--- config.mk ---
export PLATFORM = sky130hd
export DESIGN_NAME = pc_fetch_sequencer
export DESIGN_NICKNAME = d
export VERILOG_FILES = /design/src/rtl/pc_fetch_sequencer.sv
export SDC_FILE = /design/constraint.sdc
export NUM_CORES = 1
export LEC_CHECK = 0
export ABC_AREA = 1
export CORE_ASPECT_RATIO = 1.5
export CORE_MARGIN = 1
export CORE_UTILIZATION = 40
export DETAILED_ROUTE_END_ITERATION = 8
export GPL_TIMING_DRIVEN = 0
export HOLD_SLACK_MARGIN = 0.1
export PLACE_DENSITY = 0.7
export SLEW_MARGIN = 0
export SYNTH_ARGS = -nofsm -noshare
export SYNTH_HDL_FRONTEND = slang
export SYNTH_SLANG_ARGS = --single-unit
--- constraint.sdc ---
create_clock -name Clock -period 1.9 [get_ports Clock]
set_clock_uncertainty 0.1 [all_clocks]
set_input_delay 0.38 -clock Clock [delete_from_list [all_inputs] [get_ports Clock]]
set_output_delay 0.38 -clock Clock [all_outputs]
set_load 0.02 [all_outputs]
--- src/rtl/pc_fetch_sequencer.sv ---
// Program-counter register and fetch sequencer wrapped around an external 5-bit incrementer.
// Presents PC to instruction memory with a valid/ready handshake; supports redirect, stall and halt.
module pc_fetch_sequencer #(
    parameter logic [4:0] RESET_PC  = 5'd0,
    parameter int         CNT_WIDTH = 8
) (
    input  logic                 Clock,
    input  logic                 Reset_n,
    input  logic [4:0]           IncIn,
    input  logic                 Stall,
    input  logic                 Load,
    input  logic [4:0]           LoadAddr,
    input  logic                 Halt,
    input  logic                 FetchReady,
    output logic [4:0]           PC,
    output logic                 FetchValid,
    output logic                 Wrapped,
    output logic                 Halted,
    output logic [CNT_WIDTH-1:0] FetchCount
);

    typedef enum logic [1:0] {
        IDLE   = 2'd0,
        FETCH  = 2'd1,
        HALTED = 2'd2
    } state_t;

    state_t                 state_q, state_d;
    logic [4:0]             pc_q, pc_d;
    logic [CNT_WIDTH-1:0]   count_q, count_d;
    logic                   wrapped_q, wrapped_d;
    logic                   accept;

    // FetchValid is a pure decode of the registered state, so it drops with reset asynchronously.
    assign FetchValid = (state_q == FETCH);
    assign Halted     = (state_q == HALTED);
    assign PC         = pc_q;
    assign Wrapped    = wrapped_q;
    assign FetchCount = count_q;

    assign accept = FetchValid & FetchReady & ~Stall;

    always_comb begin
        state_d   = state_q;
        pc_d      = pc_q;
        count_d   = count_q;
        wrapped_d = 1'b0;
        unique case (state_q)
            IDLE: begin
                state_d = FETCH;
            end
            FETCH: begin
                if (!Stall) begin
                    // A redirect takes effect whether or not the current fetch was accepted.
                    if (Load) begin
                        pc_d = LoadAddr;
                    end else if (accept) begin
                        pc_d      = IncIn;
                        wrapped_d = (pc_q == 5'd31);
                    end
                    if (accept) begin
                        count_d = count_q + CNT_WIDTH'(1);
                    end
                    if (Halt) begin
                        state_d = HALTED;
                    end
                end
            end
            HALTED: begin
                state_d = HALTED;
            end
            default: begin
                state_d = IDLE;
            end
        endcase
    end

    always_ff @(posedge Clock or negedge Reset_n) begin
        if (!Reset_n) begin
            state_q   <= IDLE;
            pc_q      <= RESET_PC;
            count_q   <= '0;
            wrapped_q <= 1'b0;
        end else begin
            state_q   <= state_d;
            pc_q      <= pc_d;
            count_q   <= count_d;
            wrapped_q <= wrapped_d;
        end
    end

endmodule

==> impl_summary.md <==
Critical path
The endpoint of the most critical register-to-register path is FetchCount[4]. For flop-to-flop paths, the worst setup slack is between 0.4 and 0.5 ns. The kind of cell with the highest combined delay on the critical path is buffers and inverters. On the critical path, the stage with the largest delay is an instance of sky130_fd_sc_hd__clkdlybuf4s50_1. STA classifies the critical path endpoint as a primary output.

The signal on the critical path passes through clkdlybuf4s50_1. The largest fanout on the critical path is 5. The arrival time of data at the critical path endpoint is 1.37 ns.

Counting both buffers and inverters, the worst setup path holds a total of 1. The worst-case reg-to-reg path depth is 7. The worst register-to-register path begins at state_q[1].

The critical path class is reg -> out. In this design, the stage delay of the slowest critical-path cell is 0.63 ns. The required time of the worst setup path is 1.42 ns. STA classifies the critical path startpoint as a register.

Power and ir drop
The power after layout is 1.504 mW. For this design the ratio of total power to cell area is ~1200 mW/mm2. Per report_power, the combinational group accounts for a little under half of the total. Of the total power, the clock network draws 15.2%.

VDD sags by at most 0.6828 mV. The sequential group share of total power is 37.5%. The switching power of the nets is around 0.6 mW. The leakage power is 0.6051 nW. In this run switching power makes up 40.54% of total power.

The internal power is 0.8940 mW.

Clocking
In this run, CTS created clock tree buffers numbering 3. The clock transition at the registers of the reported paths is about 0.10 ns. After clock tree synthesis, the flow added hold-fix buffers numbering 0. For the worst-skew pair, the clock arrives at the later sink with an insertion delay of 0.29 ns.

In this run the number of H-tree levels came out at 1. No sink is reached through more buffers than the 2 on the longest clock path. The clock net sink count is 16. After clock tree synthesis, the setup repair step added 0 buffers.

The cell at the root of the clock tree is sky130_fd_sc_hd__clkbuf_4. TritonCTS built the clock tree.

Place
The setup slack after placement is 0.03968 ns. The standard cell area after detailed placement is approximately 0.0012 mm2. The count of placed standard cells including taps is around 160.

Once detailed placement completed, the half-perimeter wirelength came to 1305 um. The routability congestion estimate is 0.7821. Buffers placed on the I/O ports in this run total 31.

Layout
The area taken by multi-input logic gates is 410.4 um2. The number of antenna diodes is 0. The cell area after layout is 0.001252 mm2. The layout has 196 filler cells.

The non-filler instance count after layout is about 170. The final layout contains 164 nets. The post-route netlist has 10.49% of its cells at a drive strength greater than 1. The post-synthesis to final-layout area growth is 41.78%.

Across the whole layout, storage elements account for 400.4 um2.

Detailed routing
The average wire length per cell after detail routing is about 9.8 um. The count of TritonRoute iterations in the first routing pass is 4. The post-detailed-routing wire length is 1620 um. The count of antenna-violating nets left after detailed routing is 0. The average via count per standard cell is 4.661. The initial detailed-routing violation count is 16. The number of design rule violations left after detail routing is 0. Summing over every cut layer, the via total after detailed routing is ~770.

Global route
Summed over all layers, the global routing overflow is 0. The initial antenna violation count is 0. The overall global routing resource usage is 15.80%. Entering global routing, the biggest net connects 17 pins. The via count of the first global-routing pass came to 663. The first global-routing pass estimated ~2600 um of wire.

Timing
The final number of max-transition violations is 0. The final critical delay including setup and external delays is 1.851 ns. The headroom to the max-slew limit is 54.22%. The summed negative setup slack over all endpoints is 0 ns.

Setup repair after global routing left no endpoint under its margin. Setup slack on the critical path of the routed design comes to 0.04897 ns. The highest attainable clock frequency is 540.2 MHz. The final critical path takes up 97.42% of the cycle. The hold violation total from the final report is 0. The number of failing setup endpoints in the final timing report is 0.

The transition time at the pin with the least slew margin is 0.6845 ns.

Synth
The post-synth net total is 128. The count of flip-flops with a built-in enable after synthesis is 0. The synthesized design devotes to its leading area cell type 45.33% of total area. The library cell with the largest summed area after synthesis is sky130_fd_sc_hd__dfrtp_1. Among all flip-flop cells after synthesis, the most frequent one is sky130_fd_sc_hd__dfrtp_1. After synthesis, the cell types taking the most area are sky130_fd_sc_hd__dfrtp_1, sky130_fd_sc_hd__nand2_1, sky130_fd_sc_hd__inv_1, sky130_fd_sc_hd__ha_1, sky130_fd_sc_hd__nor2_4. The synthesized instance count is 108. During synthesis, Yosys emitted a total of 0 warnings. The share of flip-flops with an asynchronous set or reset is 100.0%. The commonest cells after synthesis are sky130_fd_sc_hd__nand2_1, sky130_fd_sc_hd__dfrtp_1, sky130_fd_sc_hd__inv_1.

Each instance of the synthesized netlist takes up on average ~8.2 um2. The mapped netlist covers 883.3 um2. The number of synthesized register bits is 16. The number of distinct library cells after synthesis is 20. The most instantiated library cell after synthesis is sky130_fd_sc_hd__nand2_1.

The proportion of synthesized chip area in sequential cells is a little under half.

Floorplanning
The floorplan die height is 59.56 um. The die extent in x is 40.37 um. 32 I/O pins were placed. The floorplan core area is 0.002052 mm2. The die covers 0.002404 mm2. In this run the core area contains 20 standard-cell rows.

The effective utilization at floorplan is a little over two fifths.

Flow run
The number of max-cap violations is 0.

Hold path
The path class of the tightest hold or removal check is in -> async.

Status
The flow ran to the end, and the final reports show no timing, DRC or antenna violations.
==> per-stage QoR <==
stage,utilization [%],hold WS [ns]
finish,61.04,0.3926
global route,61.04,0.4523
CTS,61.16,0.4256
detailed placement,59.51,0.4289
global placement,59.51,0.4121
floorplan,-,-0.01559
==> layout by cell type (no fill, tap or decap) <==
master	netlist	layout
sky130_fd_sc_hd__nand2_2	1	1
sky130_fd_sc_hd__clkbuf_8	0	1
sky130_fd_sc_hd__dfrtp_1	16	16
sky130_fd_sc_hd__ha_1	4	4
sky130_fd_sc_hd__nor2_4	3	3
sky130_fd_sc_hd__dlymetal6s2s_1	0	1
sky130_fd_sc_hd__buf_4	1	1
sky130_fd_sc_hd__a21oi_1	4	4
sky130_fd_sc_hd__nand2_1	33	33
sky130_fd_sc_hd__clkbuf_2	0	1
sky130_fd_sc_hd__clkdlybuf4s50_1	0	27
sky130_fd_sc_hd__inv_1	16	16
sky130_fd_sc_hd__o21ai_0	6	6
sky130_fd_sc_hd__nand3_1	4	4
sky130_fd_sc_hd__o211ai_1	1	1
sky130_fd_sc_hd__o21ai_1	1	1
sky130_fd_sc_hd__nand3_2	1	1
sky130_fd_sc_hd__xor2_1	3	3
sky130_fd_sc_hd__dlygate4sd2_1	0	2
sky130_fd_sc_hd__buf_2	1	1
sky130_fd_sc_hd__nand4_1	3	3
sky130_fd_sc_hd__nor2_2	2	2
sky130_fd_sc_hd__nor4_1	1	1
sky130_fd_sc_hd__nor2_1	6	6
sky130_fd_sc_hd__clkbuf_4	0	3
sky130_fd_sc_hd__nand3_4	1	1
==> per-layer routing <==
| layer | vias up | share of wire (%) | track usage [%] |
|---|---|---|---|
| met5 | - | 0 | 0 |
| met4 | 0 | 2.8 | 10.00 |
| met3 | 5 | 5.0 | 2.256 |
| met2 | 24 | 52 | 25.17 |
| met1 | 333 | 40 | 18.81 |
| li1 | 407 | - | - |
==> how the worst max path moves through the flow <==
stage / startpoint / end / cells past startpoint
floorplan: state_q[1] / FetchCount[4] / 7
global placement: state_q[1] / FetchValid / 3
detailed placement: state_q[1] / FetchValid / 3
CTS: state_q[1] / FetchValid / 3
global route: FetchCount[1] / FetchCount[1] / 1
finish: FetchCount[1] / FetchCount[1] / 1
==> area by class of cell <==
type                    count  share of cell area (%)
clock buffers               4                   2.897
repair buffers             31                   24.38
plain buffers               2                  0.9990
well taps                  22                   2.198
inverters                  16                   4.795
multi-input cells          74                   32.77
flip-flops and latches     16                   31.97
==> power by group through the flow <==
stage	Combinational [mW]	Clock [mW]	Sequential, mW
after floorplan	0.318	0	0.670
after global placement	0.726	0	0.568
after detailed placement	0.747	0	0.573
after CTS	0.728	0.235	0.565
after global routing	0.794	0.245	0.582
final	0.711	0.228	0.564
==> cell families after synthesis <==
kind of cell	Yosys count	share of synthesized area, %
buf+inv	18	8.215
compound gates	12	7.082
fa+ha+maj	4	5.666
flops	16	45.33
xor+xnor	3	2.975
simple gates	55	30.74
==> sequential cells by signal, summed over array words and instances (netlist names) <==
name and cells:
FetchCount 8, PC 5, state_q 2, Wrapped 1
==> what timing repair did <==
action	4_1_cts	5_1_grt
gates resized for setup	4	2
setup endpoints to repair	3	2
cloned	0	0
No activity file was read; power rests on OpenSTA's default activity.
==> RTL change 1: new RTL, same flow settings <==
The parameter `CNT_WIDTH` goes from 8 to 12.
--- a/src/rtl/pc_fetch_sequencer.sv
+++ b/src/rtl/pc_fetch_sequencer.sv
@@ -2,7 +2,7 @@
 // Presents PC to instruction memory with a valid/ready handshake; supports redirect, stall and halt.
 module pc_fetch_sequencer #(
     parameter logic [4:0] RESET_PC  = 5'd0,
-    parameter int         CNT_WIDTH = 8
+    parameter int         CNT_WIDTH = 12
 ) (
     input  logic                 Clock,
     input  logic                 Reset_n,
Ports: changed (resized FetchCount); port bits go from 32 to 36. The function was not compared with the original's and may differ.
==> RTL change 1 against the original RTL <==
  * The run now ends with design-rule violations left
  * Total power is 2.9% higher
  * Sequential share of layout area is 3.1 points higher
  * Via count is 6.0% higher
  * Synthesized area is 16% higher
  * Worst setup slack better by 0.010 ns
  * Hold slack worse by 0.14 ns
  * Combinational power is 1% lower
  * Synthesized cell count is 0.93% higher
  * Cell count is 3.0% higher
  * Largest cell class is now registers
  * Routed wire length is 15% higher
  * Critical endpoint is now FetchCount[3]
  * Design area is 14% higher
  * Sequential cell count is 4 higher
  * Global-route usage hardly changed
==> RTL change 1: results (changes against the original RTL) <==
[outcome]
run_status=finished with violations
failed_checks=design-rule violations

[cells_and_area]
finish.net_count=168  ; +2.4%
register_area_um2=500  ; +25%
buf_share=0.246  ; -0.00813
drive_above_1_share=0.103  ; -0.00216
nNonClkBuffers=35  ; +6.1%
leading_cell_type_in_the_layout_fill_and_taps_excluded=clkdlybuf4s50_1
multi_input_area_share=0.325  ; -0.00311
clock_area_frac=0.0158  ; -0.0132
largest_reg_flops=12  ; +4

[detailed_routing]
remaining_drc_errors=4  ; +4
drt-initial-drc-count=14  ; -2
drt_pre_antenna_iters=5  ; +1
length_of_routed_wiring_on_met1_um=767  ; +18%

[placed_design]
post_detail_place_hpwl_um=1470  ; +12%
place.gp.congestion=0.738  ; -5.7%
port-buffer-count=34  ; +9.7%

[synth]
synthXorXnorAreaFrac=0.0596  ; +0.0299
synth_sequential_area_ratio=0.487  ; +0.0334
synth_compound_area_frac=0.0462  ; -0.0246
synth_top_cells_by_area=dfrtp_1 49%, nand2_1 8.0%, inv_1 5.5%
synthAdderAreaFrac=0.0487  ; -0.00800

[grt]
globalRouteMet2Util=0.278  ; +0.0267
track_usage=0.158  ; -0.000245
grt.met1_usage=0.194  ; +0.00569
largest_net_degree_at_the_start_of_global_routing=21  ; +4

[power_and_ir_drop]
net_switching_fraction_of_the_power=0.388  ; -0.0171

[sta]
max_slew.worst_pin.slew_ns=0.893  ; +0.208 ns

[RTL change 1: cell count changes after synthesis, sizes merged]
cell	delta
nand2	-10
buf	-1
mux2i	+4
dfrtp	+4
o21ai	-4
a21oi	+1
mux2	+1
xor2	-2
xnor2	+6
nand4	+2
[RTL change 1: power by group through the flow]
| stage | Clock (mW) | Combinational, mW | Sequential, mW |
|---|---|---|---|
| floorplan | 0 | 0.290 | 0.756 |
| global placement | 0 | 0.701 | 0.655 |
| detailed placement | 0 | 0.720 | 0.654 |
| CTS | 0.205 | 0.712 | 0.648 |
| global route | 0.217 | 0.771 | 0.670 |
| finish | 0.197 | 0.703 | 0.647 |
[RTL change 1: through the flow]
| step | setup slack (ns) | cell area [µm²] | instances | power, mW |
|---|---|---|---|---|
| after floorplan | 0.326 | 1030 | 109 | 1.05 |
| after global placement | 0.0362 | 1400 | 167 | 1.36 |
| after detailed placement | 0.0355 | 1400 | 167 | 1.37 |
| after CTS | 0.0329 | 1420 | 170 | 1.57 |
| after global routing | 0.00315 | 1430 | 170 | 1.66 |
| final | 0.0590 | 1430 | 170 | 1.55 |
[RTL change 1: how the worst max path moves through the flow]
stage / start / depth (start not counted) / to
6_report: FetchCount[3] / 1 / FetchCount[3]
5_1_grt: FetchCount[9] / 1 / FetchCount[9]
4_1_cts: state_q[1] / 3 / FetchValid
3_5_place_dp: state_q[1] / 3 / FetchValid
3_3_place_gp: state_q[1] / 3 / FetchValid
2_1_floorplan: state_q[1] / 6 / FetchCount[4]
[RTL change 1: what timing repair did]
action                     CTS  global route
gates resized for setup      4             2
pin swaps                    0             0
gates cloned                 0             0
setup endpoints to repair    2             2
==> RTL change 2: new RTL, same settings <==
Made on the original files. Encoding of `state_t`: now one-hot (3 bits for 3 states).
--- a/src/rtl/pc_fetch_sequencer.sv
+++ b/src/rtl/pc_fetch_sequencer.sv
@@ -19,10 +19,10 @@
     output logic [CNT_WIDTH-1:0] FetchCount
 );
 
-    typedef enum logic [1:0] {
-        IDLE   = 2'd0,
-        FETCH  = 2'd1,
-        HALTED = 2'd2
+    typedef enum logic [2:0] {
+        IDLE   = 3'b001,
+        FETCH  = 3'b010,
+        HALTED = 3'b100
     } state_t;
 
     state_t                 state_q, state_d;
Check against the original RTL: no difference found for any inputs over 10 cycles, from zero or initial values and one cycle with Reset_n low; not proved beyond that.
==> RTL change 2 against the original RTL <==
  * Hold slack improved by 0.035 ns
  * First-iteration DRC count up 6.3%
  * Sequential cell count rose by 1
  * Cell count up 0.61%
  * Critical path type unchanged
  * Via count is 10% higher
  * Worst setup slack better by 0.0065 ns
  * Fmax up 0.35%
  * Design area decreased by 1.2%
  * Global-route usage grew 3.1 points
  * Register-to-register slack better by 0.17 ns
  * Routed wire length rose by 13%
  * Synthesized area down 1.7%
  * Total power fell by 9.4%
==> RTL change 2: results (changes against the original RTL) <==
[outcome]
run_status=finished clean

[synth]
netlist_top_cells_count=39 x nand2_1, 16 x dfrtp_1, 10 x o21ai_0, 8 x inv_1, 8 x nor2_1
synth_compound_area_frac=0.0634  ; -0.00742
synthAdderAreaFrac=0.0144  ; -0.0422

[detailed_routing]
drt-initial-drc-count=17  ; +1
vias_per_cell=5.10  ; +9.5%
wire_per_inst_um=11.1  ; +13%
met3_wirelength_um=117  ; +44%
length_of_routed_wiring_on_met1_um=705  ; +8.3%
met2RoutedLength_um=1010  ; +20%

[sta]
max_slew.worst_pin.slew_ns=0.775  ; +0.0904 ns

[placed_design]
place_ws_ns=0.0597  ; +0.0200 ns
placed_cells_incl_taps=162  ; +0.62%
post_detail_place_hpwl_um=1460  ; +12%

[power_and_ir_drop]
power.sequential.fraction=0.437  ; +0.062
vdd.ir_drop.worst_mv=0.546  ; -20%
power.leakage_nw=0.577  ; -4.6%

[grt]
gr-usage-met3=0.0301  ; +0.00752
track_usage=0.189  ; +0.0314
grt.met1_usage=0.179  ; -0.00873
first_global_vias=846  ; +28%
largest_net_degree_at_the_start_of_global_routing=18  ; +1
globalRouteMet2Util=0.373  ; +0.122

[setup_path]
critical_path.startpoint=FetchCount[2]

[cells_and_area]
drive_above_1_share=0.118  ; +0.0132
layoutNonFillerInstCount=166  ; +0.61%

[RTL change 2: worst paths after layout]
path,cells after the start,to,slack (ns)
max in group asynchronous,1,FetchCount[7],0.77
worst min-delay path,1,FetchCount[0],0.43
worst min register to register,2,PC[2],0.43
worst max-delay path,1,FetchCount[2],0.06
min in group Clock,2,PC[2],0.43
worst max register to register,5,FetchCount[4],0.59
[RTL change 2: layout make-up]
| cell class | instances | area [µm²] |
|---|---|---|
| Sequential cell | 17 | 427 |
| Tap cell | 22 | 27.5 |
| Timing Repair Buffer | 31 | 310 |
| Fill cell | 195 | 790 |
| Multi-Input combinational cell | 82 | 402 |
| Buffer | 1 | 11.3 |
| Clock buffer | 4 | 26.3 |
| Inverter | 9 | 33.8 |
[RTL change 2: cell families after synthesis]
group / Yosys count
buffers and inverters: 10
adder cells (fa/ha/maj): 1
AND/OR/NAND/NOR: 67
AO/OA/AOI/OAI: 11
flip-flops: 17
XOR/XNOR: 3
